--- config.mk ---
export PLATFORM = sky130hd
export DESIGN_NAME = tdm_demux
export DESIGN_NICKNAME = d
export VERILOG_FILES = /design/src/rtl/tdm_demux.sv
export SDC_FILE = /design/constraint.sdc
export NUM_CORES = 1
export LEC_CHECK = 0
export CORE_ASPECT_RATIO = 1.2
export CORE_UTILIZATION = 56
export CTS_CLUSTER_SIZE = 20
export DETAILED_ROUTE_END_ITERATION = 16
export GPL_TIMING_DRIVEN = 0
export PLACE_DENSITY_LB_ADDON = 0.1
export SETUP_SLACK_MARGIN = 0.4
export SLEW_MARGIN = 20
export SYNTH_ARGS = -nofsm -noshare
export SYNTH_HDL_FRONTEND = slang
export SYNTH_SLANG_ARGS = --single-unit
--- constraint.sdc ---
create_clock -name clk -period 4.5 [get_ports clk]
set_input_delay 0.45 -clock clk [delete_from_list [all_inputs] [get_ports clk]]
set_output_delay 0.45 -clock clk [all_outputs]
set_load 0.1 [all_outputs]
--- src/rtl/tdm_demux.sv ---
// TDM receive demultiplexer: collects one frame of N_CH slot samples into a shadow buffer
// and publishes it to dout atomically. Optional odd-parity checking under TDM_DEMUX_PARITY_EN.
module tdm_demux #(
  parameter int N_CH = 4,
  parameter int W    = 8
) (
  input  logic              clk,
  input  logic              rst_n,
  input  logic [W-1:0]      din,
  input  logic              din_valid,
  input  logic              frame_sync,
`ifdef TDM_DEMUX_PARITY_EN
  input  logic              din_par,
  output logic              frame_par_err,
`endif
  output logic [N_CH*W-1:0] dout,
  output logic              frame_valid,
  output logic              locked,
  output logic              slot_err
);

  localparam int CW = (N_CH > 1) ? $clog2(N_CH) : 1;
  localparam logic [CW-1:0] LAST = CW'(N_CH - 1);

  typedef enum logic {HUNT, LOCKED} state_t;

  state_t              state_q, state_d;
  logic [CW-1:0]       cnt_q, cnt_d;
  logic [N_CH*W-1:0]   shadow_q, shadow_d;
  logic [N_CH*W-1:0]   dout_q, dout_d;
  logic                fv_q, fv_d;
  logic                err_q, err_d;
  logic                locked_q;
`ifdef TDM_DEMUX_PARITY_EN
  logic                par_flag_q, par_flag_d;
  logic                par_err_q, par_err_d;
  logic                par_bad;

  assign par_bad = ~(^{din, din_par});
`endif

  always_comb begin
    state_d  = state_q;
    cnt_d    = cnt_q;
    shadow_d = shadow_q;
    dout_d   = dout_q;
    fv_d     = 1'b0;
    err_d    = 1'b0;
`ifdef TDM_DEMUX_PARITY_EN
    par_flag_d = (state_q == HUNT) ? 1'b0 : par_flag_q;
    par_err_d  = 1'b0;
`endif
    if (din_valid) begin
      if (state_q == HUNT) begin
        if (frame_sync) begin
          shadow_d[W-1:0] = din;
          cnt_d           = CW'(1);
          state_d         = LOCKED;
`ifdef TDM_DEMUX_PARITY_EN
          par_flag_d      = par_bad;
`endif
        end
      end else if (cnt_q == '0) begin
        if (frame_sync) begin
          shadow_d[W-1:0] = din;
          cnt_d           = CW'(1);
`ifdef TDM_DEMUX_PARITY_EN
          par_flag_d      = par_bad;
`endif
        end else begin
          // Lost alignment: drop the sample and re-hunt for sync.
          err_d   = 1'b1;
          state_d = HUNT;
          cnt_d   = '0;
`ifdef TDM_DEMUX_PARITY_EN
          par_flag_d = 1'b0;
`endif
        end
      end else if (frame_sync) begin
        // Early sync restarts the frame; old shadow slots get overwritten before next publish.
        err_d           = 1'b1;
        shadow_d[W-1:0] = din;
        cnt_d           = CW'(1);
`ifdef TDM_DEMUX_PARITY_EN
        par_flag_d      = par_bad;
`endif
      end else if (cnt_q == LAST) begin
        shadow_d[(N_CH-1)*W +: W] = din;
        dout_d                    = shadow_q;
        dout_d[(N_CH-1)*W +: W]   = din;
        fv_d                      = 1'b1;
        cnt_d                     = '0;
`ifdef TDM_DEMUX_PARITY_EN
        par_err_d  = par_flag_q | par_bad;
        par_flag_d = 1'b0;
`endif
      end else begin
        shadow_d[int'(cnt_q)*W +: W] = din;
        cnt_d                        = cnt_q + CW'(1);
`ifdef TDM_DEMUX_PARITY_EN
        par_flag_d = par_flag_q | par_bad;
`endif
      end
    end
  end

  always_ff @(posedge clk or negedge rst_n) begin
    if (!rst_n) begin
      state_q  <= HUNT;
      cnt_q    <= '0;
      shadow_q <= '0;
      dout_q   <= '0;
      fv_q     <= 1'b0;
      err_q    <= 1'b0;
      locked_q <= 1'b0;
`ifdef TDM_DEMUX_PARITY_EN
      par_flag_q <= 1'b0;
      par_err_q  <= 1'b0;
`endif
    end else begin
      state_q  <= state_d;
      cnt_q    <= cnt_d;
      shadow_q <= shadow_d;
      dout_q   <= dout_d;
      fv_q     <= fv_d;
      err_q    <= err_d;
      locked_q <= (state_d == LOCKED);
`ifdef TDM_DEMUX_PARITY_EN
      par_flag_q <= par_flag_d;
      par_err_q  <= par_err_d;
`endif
    end
  end

  assign dout        = dout_q;
  assign frame_valid = fv_q;
  assign slot_err    = err_q;
  assign locked      = locked_q;
`ifdef TDM_DEMUX_PARITY_EN
  assign frame_par_err = par_err_q;
`endif

endmodule

==> run_results.csv, run 1 <==
group,metric,value,unit
status,run_status,"completed",
timing,setup_viol,0,
timing,timing.hold.ws,476,ps
floorplanning,coreArea,4590,um2
timing,clock_skew,9.63,ps
floorplanning,dieHeight,77.8,um
floorplanning,dieArea,5070,um2
clock_tree,cts_sinks,61,
clock_tree,clk_pin_slew,60,ps
final_layout,regArea,1530,um2
clock_tree,cts_tree,"built",
clock_tree,cts_root_buffer,"clkbuf_8",
flow_run,max_cap_violations,0,
synth,syn_area_per_cell,11.0,um2
final_layout,layout-drive-gt1-share,12.1,%
hold_path,hp-class,"flip-flop to flip-flop",
worst_setup_path,crit_arrival,2520,ps
synth,ys_seq_area_share,57.0,%
timing,fmax,426,MHz
clock_tree,htreeDepth,3,
floorplanning,ios,47,
detailed_routing,postRouteWirelength,5310,um
worst_setup_path,cp.required,4680,ps
final_layout,diodes,0,
final_layout,fill_cells,351,
synth,syn_inst,243,
grt,grt_max_degree,46,
detailed_routing,remaining_drc_errors,0,
worst_setup_path,crit_path_end_kind,"flip-flop",
timing,slew_violations,0,
detailed_routing,dr.pass1.iters,4,
synth,syn-num-nets,262,
detailed_routing,drt_iter0_drc,94,
clock_tree,cts-hold-fix-buffers,1,
final_layout,multi_input_area,1010,um2
synth,ys_warn_count,0,
detailed_routing,avgRoutedWirePerCell,14.5,um
timing,rsz0062_at_grt,"false",
worst_setup_path,worstSetupPathType,"flip-flop to flip-flop",
clock_tree,cts_setup_buffers,0,
timing,maxSlewHeadroom,35.0,%
synth,ys_ff_latch,61,
detailed_routing,drtAntennaViolNets,0,
grt,antenna_found_initial,0,
synth,synth_cell_types,29,
timing,tightestPinTransition,971,ps
floorplanning,rows,27,
placed_design,io_buffer_count,46,
floorplanning,die_width,65.1,um
synth,ys_top_cells_by_area,"dfrtp_1 (57%), nand2_1 (6.4%), mux2i_1 (5.2%), o21ai_0 (4.5%), mux2_2 (4.2%)",
timing,period_share,52.1,%
grt,grt_first_pass_wirelength,8730,um
timing,final-hold-violation-count,0,
worst_setup_path,crit_fanout,8,
clock_tree,clock_latency,340,ps
placed_design,place_congestion,0.844,
final_layout,fin_nets,321,
timing,fin_crit,2350,ps
grt,grt_pass1_vias,1819,
clock_tree,clk_path_buf_depth,2,
timing,tns,0,ps
floorplanning,initial_core_util,58.3,%
clock_tree,ctsResizeCount,0,
grt,gr-total-overflow,0,
synth,synth_top_cell_area_share,57.0,%
detailed_routing,drt-vias-per-instance,5.19,
worst_setup_path,critPathLaunchType,"flip-flop",
synth,syn_area,2680,um2
placed_design,hpwlAfterDp,3780,um
final_layout,synthToLayoutAreaGrowth,27.8,%
grt,grt_use_total,23.5,%
clock_tree,cts_buffers,9,
synth,synth_area_leader_cell,"dfrtp_1",
detailed_routing,vias,1894,
cells by family (layout without fill, tap and decap cells):
kind of cell,after synthesis,after routing,synth area share (%)
AOI/OAI and AO/OA,46,46,10.6
adders and majority gates,7,7,3.27
buffers and inverters,37,101,5.32
DFF,61,61,57.0
muxes,26,26,10.6
and+or+nand+nor,66,66,13.3
synthesized netlist by cell type, drive strengths merged:
cell type,n
a21o,1
a21oi,2
a22o,1
a31oi,9
a32o,1
and2b,3
and3,1
and3b,2
and4,2
buf,3
clkbuf,8
dfrtp,61
ha,7
inv,26
mux2,12
mux2i,14
nand2,46
nand2b,1
nand3,2
nand4,1
nor2,1
nor2b,6
nor3b,1
o21ai,24
o221ai,8
metrics by stage:
step | area (um2) | util, % | cells | setup slack (ps)
CTS | 3420 | 74.5 | 365 | 2170
global route | 3420 | 74.5 | 365 | 1980
detailed placement | 3240 | 70.5 | 348 | 1850
floorplan | 2680 | - | 243 | 2440
global placement | 3210 | 69.9 | 347 | 1080
finish | 3420 | 74.5 | 365 | 2150
worst paths after layout:
path	end	cells past startpoint	slack [ps]	start
worst max-delay path	shadow_q[3]	7	2150	cnt_q[0]
worst min-delay path	dout[18]	2	480	dout[18]
worst max register to register	shadow_q[3]	7	2150	cnt_q[0]
worst min register to register	dout[18]	2	480	dout[18]
max in group asynchronous	dout[2]	3	3490	rst_n
min in group asynchronous	dout[15]	2	510	rst_n
worst max-delay path, stage by stage, from the launching register on:
cell      delay (ps)
dfrtp_1          480
inv_1            170
ha_1             280
inv_1            130
ha_1             240
nor2b_1          150
a21oi_1          520
o221ai_1         210
final cells by class:
class,instances,share of cell area [%]
multi-input cells,145,29.5
inverters,26,2.85
repair buffers,48,14.5
flip-flops and latches,61,44.6
plain buffers,11,1.32
clock buffers,12,4.53
well taps,58,2.12
clock inverters,4,0.658
metal layers:
metal / track usage, % / routed length (um) / part of all wire, %
met1: 29.4 / 2370 / 45
met2: 37.7 / 2610 / 49
met3: 6.18 / 222 / 4.2
met4: 11.1 / 106 / 2.0
met5: 0 / 0 / 0
sequential cells by signal, summed over array words and instances (netlist names):
signal / cells
dout: 32
slot_err: 1
cnt_q: 2
locked: 1
shadow_q: 24
frame_valid: 1
layout by cell type (no fill, tap or decap):
cell,netlist,final
dfrtp_1,61,61
nand2_1,46,46
clkdlybuf4s50_1,0,45
inv_1,26,26
o21ai_0,24,24
mux2i_1,14,14
clkbuf_8,0,11
mux2_2,10,10
a31oi_1,9,9
clkbuf_1,7,8
o221ai_1,8,8
ha_1,7,7
nor2b_1,6,6
and2b_1,3,3
clkinv_2,0,3
buf_2,2,2
nand3_4,2,2
a21oi_1,2,2
and4_1,2,2
mux2_4,2,2
clkbuf_2,1,1
nor2_1,1,1
and3b_4,1,1
and3_1,1,1
nand4_4,1,1
and3b_1,1,1
nand2b_1,1,1
a22o_1,1,1
nor3b_2,1,1
buf_1,1,1
a21o_1,1,1
a32o_1,1,1
clkinvlp_4,0,1
dlygate4sd3_1,0,1
buf_4,0,1
buf_16,0,1
Power of run 1 is left out: the tool's default activity adds up to more than one toggle a clock period on the data nets, which glitch-free logic cannot reach.
==> run 2, diff against run 1 <==
--- a/config.mk
+++ b/config.mk
@@ -6,7 +6,7 @@
 export NUM_CORES = 1
 export LEC_CHECK = 0
 export CORE_ASPECT_RATIO = 1.2
-export CORE_UTILIZATION = 56
+export CORE_UTILIZATION = 52
 export CTS_CLUSTER_SIZE = 20
 export DETAILED_ROUTE_END_ITERATION = 16
 export GPL_TIMING_DRIVEN = 0
==> constraint.sdc (replaced) <==
create_clock -name clk -period 2.2 [get_ports clk]
set_input_delay 0.22 -clock clk [delete_from_list [all_inputs] [get_ports clk]]
set_output_delay 0.22 -clock clk [all_outputs]
set_load 0.1 [all_outputs]
==> run 2 against run 1 <==
Against the previous run: non-clock buffer count up 3; count of clock-buffer cells in the layout fell by 2; hold slack got worse by 190 ps; die area rose by 7.5%; core utilization shrank 3.3 points; via count increased by 3.3%; critical endpoint is now dout[27]; setup slack worse by 1700 ps; critical path type is now flip-flop to output port.
==> run_results.csv, run 2 (synthesis gave the netlist of run 1 again) <==
group,metric,value,unit
status,run_status,"completed",
placed_design,place_congestion,0.817,
clock_tree,cts_buffers,9,
final_layout,final_common_cell,"dfrtp_1",
worst_setup_path,cpLargestDelayFamily,"buffers and inverters",
final_layout,fin_nets,324,
clock_tree,clock_latency,340,ps
grt,antenna_found_initial,0,
worst_setup_path,crit_fanout,2,
detailed_routing,wl_met1,2580,um
clock_tree,cts_tree,"built",
detailed_routing,drt-vias-per-instance,5.29,
worst_setup_path,cp_slowest_cell,"clkdlybuf4s15_1",
grt,grt_use_total,23.6,%
grt,gr-total-overflow,0,
clock_tree,clk_pin_slew,70,ps
clock_tree,cts_sinks,61,
timing,clock_skew,7.97,ps
floorplanning,die_width,67.5,um
timing,setup_viol,0,
floorplanning,coreArea,4940,um2
worst_setup_path,r2r-start,"cnt_q[0]",
detailed_routing,wl_met3,234,um
timing,fin_crit,1790,ps
placed_design,io_buffer_count,46,
worst_setup_path,reg2reg_setup_slack,520,ps
timing,rsz0062_at_grt,"false",
detailed_routing,vias,1956,
worst_setup_path,crit_path_end_kind,"output port",
worst_setup_path,cp.required,1980,ps
detailed_routing,drtAntennaViolNets,0,
worst_setup_path,slowest_delay,840,ps
worst_setup_path,r2r_cells,7,
floorplanning,dieArea,5440,um2
detailed_routing,remaining_drc_errors,0,
timing,fmax,559,MHz
grt,grt_max_degree,46,
timing,period_share,81.3,%
detailed_routing,avgRoutedWirePerCell,15.5,um
worst_setup_path,worstSetupPathType,"flip-flop to output port",
floorplanning,rows,28,
detailed_routing,met2WireLength,2810,um
timing,maxSlewHeadroom,36.0,%
clock_tree,clk_path_buf_depth,2,
detailed_routing,top_layer,"met4",
final_layout,synthToLayoutAreaGrowth,31.4,%
timing,tightestPinTransition,963,ps
detailed_routing,postRouteWirelength,5750,um
worst_setup_path,crit_arrival,1570,ps
worst_setup_path,critPathLaunchType,"flip-flop",
final_layout,layout-drive-gt1-share,18.1,%
flow_run,max_cap_violations,0,
final_layout,largest_reg_flops,32,
final_layout,mostFrequentLayoutCells,"dfrtp_1 (59), nand2_1 (46), dlygate4sd2_1 (26)",
final_layout,diodes,0,
clock_tree,htreeDepth,3,
hold_path,hp-class,"input pin to asynchronous set/reset pin",
floorplanning,dieHeight,80.6,um
floorplanning,ios,47,
worst_setup_path,crit_chain,"clkdlybuf4s15_1",
grt,grt_pass1_vias,1924,
detailed_routing,dr.pass1.iters,4,
worst_setup_path,rr_endpoint,"dout[3]",
grt,grt_first_pass_wirelength,9200,um
placed_design,place_area,3250,um2
worst_setup_path,crit_buf_inv,1,
final_layout,design_area,3520,um2
timing,final-hold-violation-count,0,
placed_design,hpwlAfterDp,3940,um
timing,slew_violations,0,
floorplanning,initial_core_util,54.2,%
detailed_routing,drt_iter0_drc,168,
clock_tree,cts_root_buffer,"clkbuf_8",
[run 2: cell types whose count changed in the layout (fill, tap and decap cells not counted), sizes merged]
| cell | previous run | this run |
|---|---|---|
| dlygate4sd2 | 0 | 26 |
| clkdlybuf4s15 | 0 | 9 |
| buf | 5 | 9 |
| clkinv | 3 | 5 |
| bufinv | 0 | 1 |
| clkdlybuf4s50 | 45 | 10 |
| clkinvlp | 1 | 0 |
| clkbuf | 20 | 17 |
[run 2: repair_timing]
item,CTS,global route
hold buffers,1,0
resized for setup,53,15
pin swaps,1,0
endpoints found under the hold margin,16,0
buffers inserted,2,1
setup endpoints to repair,84,35
[run 2: worst max path at each step]
stage	slack, ps	startpoint	end	depth (start not counted)
final	410	dout[27]	dout[27]	1
after CTS	410	frame_sync	shadow_q[0]	7
after global routing	400	dout[26]	dout[26]	1
after floorplan	410	cnt_q[0]	dout[0]	7
after detailed placement	-200	frame_sync	dout[18]	8
after global placement	-1230	rst_n	locked	1
[run 2: layer usage]
metal	vias to the layer above	track usage (%)
met1	942	30.8
met3	11	3.69
met5	-	0
li1	950	-
met4	0	12.1
met2	53	37.2
[run 2: per-stage QoR]
step | hold slack (ps) | setup TNS (ps) | cells | setup WS, ps | utilization (%)
global route | 331 | 0 | 370 | 402 | 71.3
floorplan | -75.6 | 0 | 243 | 409 | -
detailed placement | 108 | -5460 | 350 | -200 | 65.8
CTS | 291 | 0 | 369 | 406 | 70.6
finish | 281 | 0 | 370 | 412 | 71.3
global placement | 460 | -67440 | 349 | -1230 | 65.3
[run 2: final cells by class]
cell class	count	area [um2]
clock inverters	6	62.6
inverters	26	97.6
fillers	391	1420
clock buffers	10	138
flip-flops and latches	61	1530
plain buffers	11	81.3
well taps	60	75.1
multi-input cells	145	1050
repair buffers	51	485
Power of run 2 is left out for the same reason.
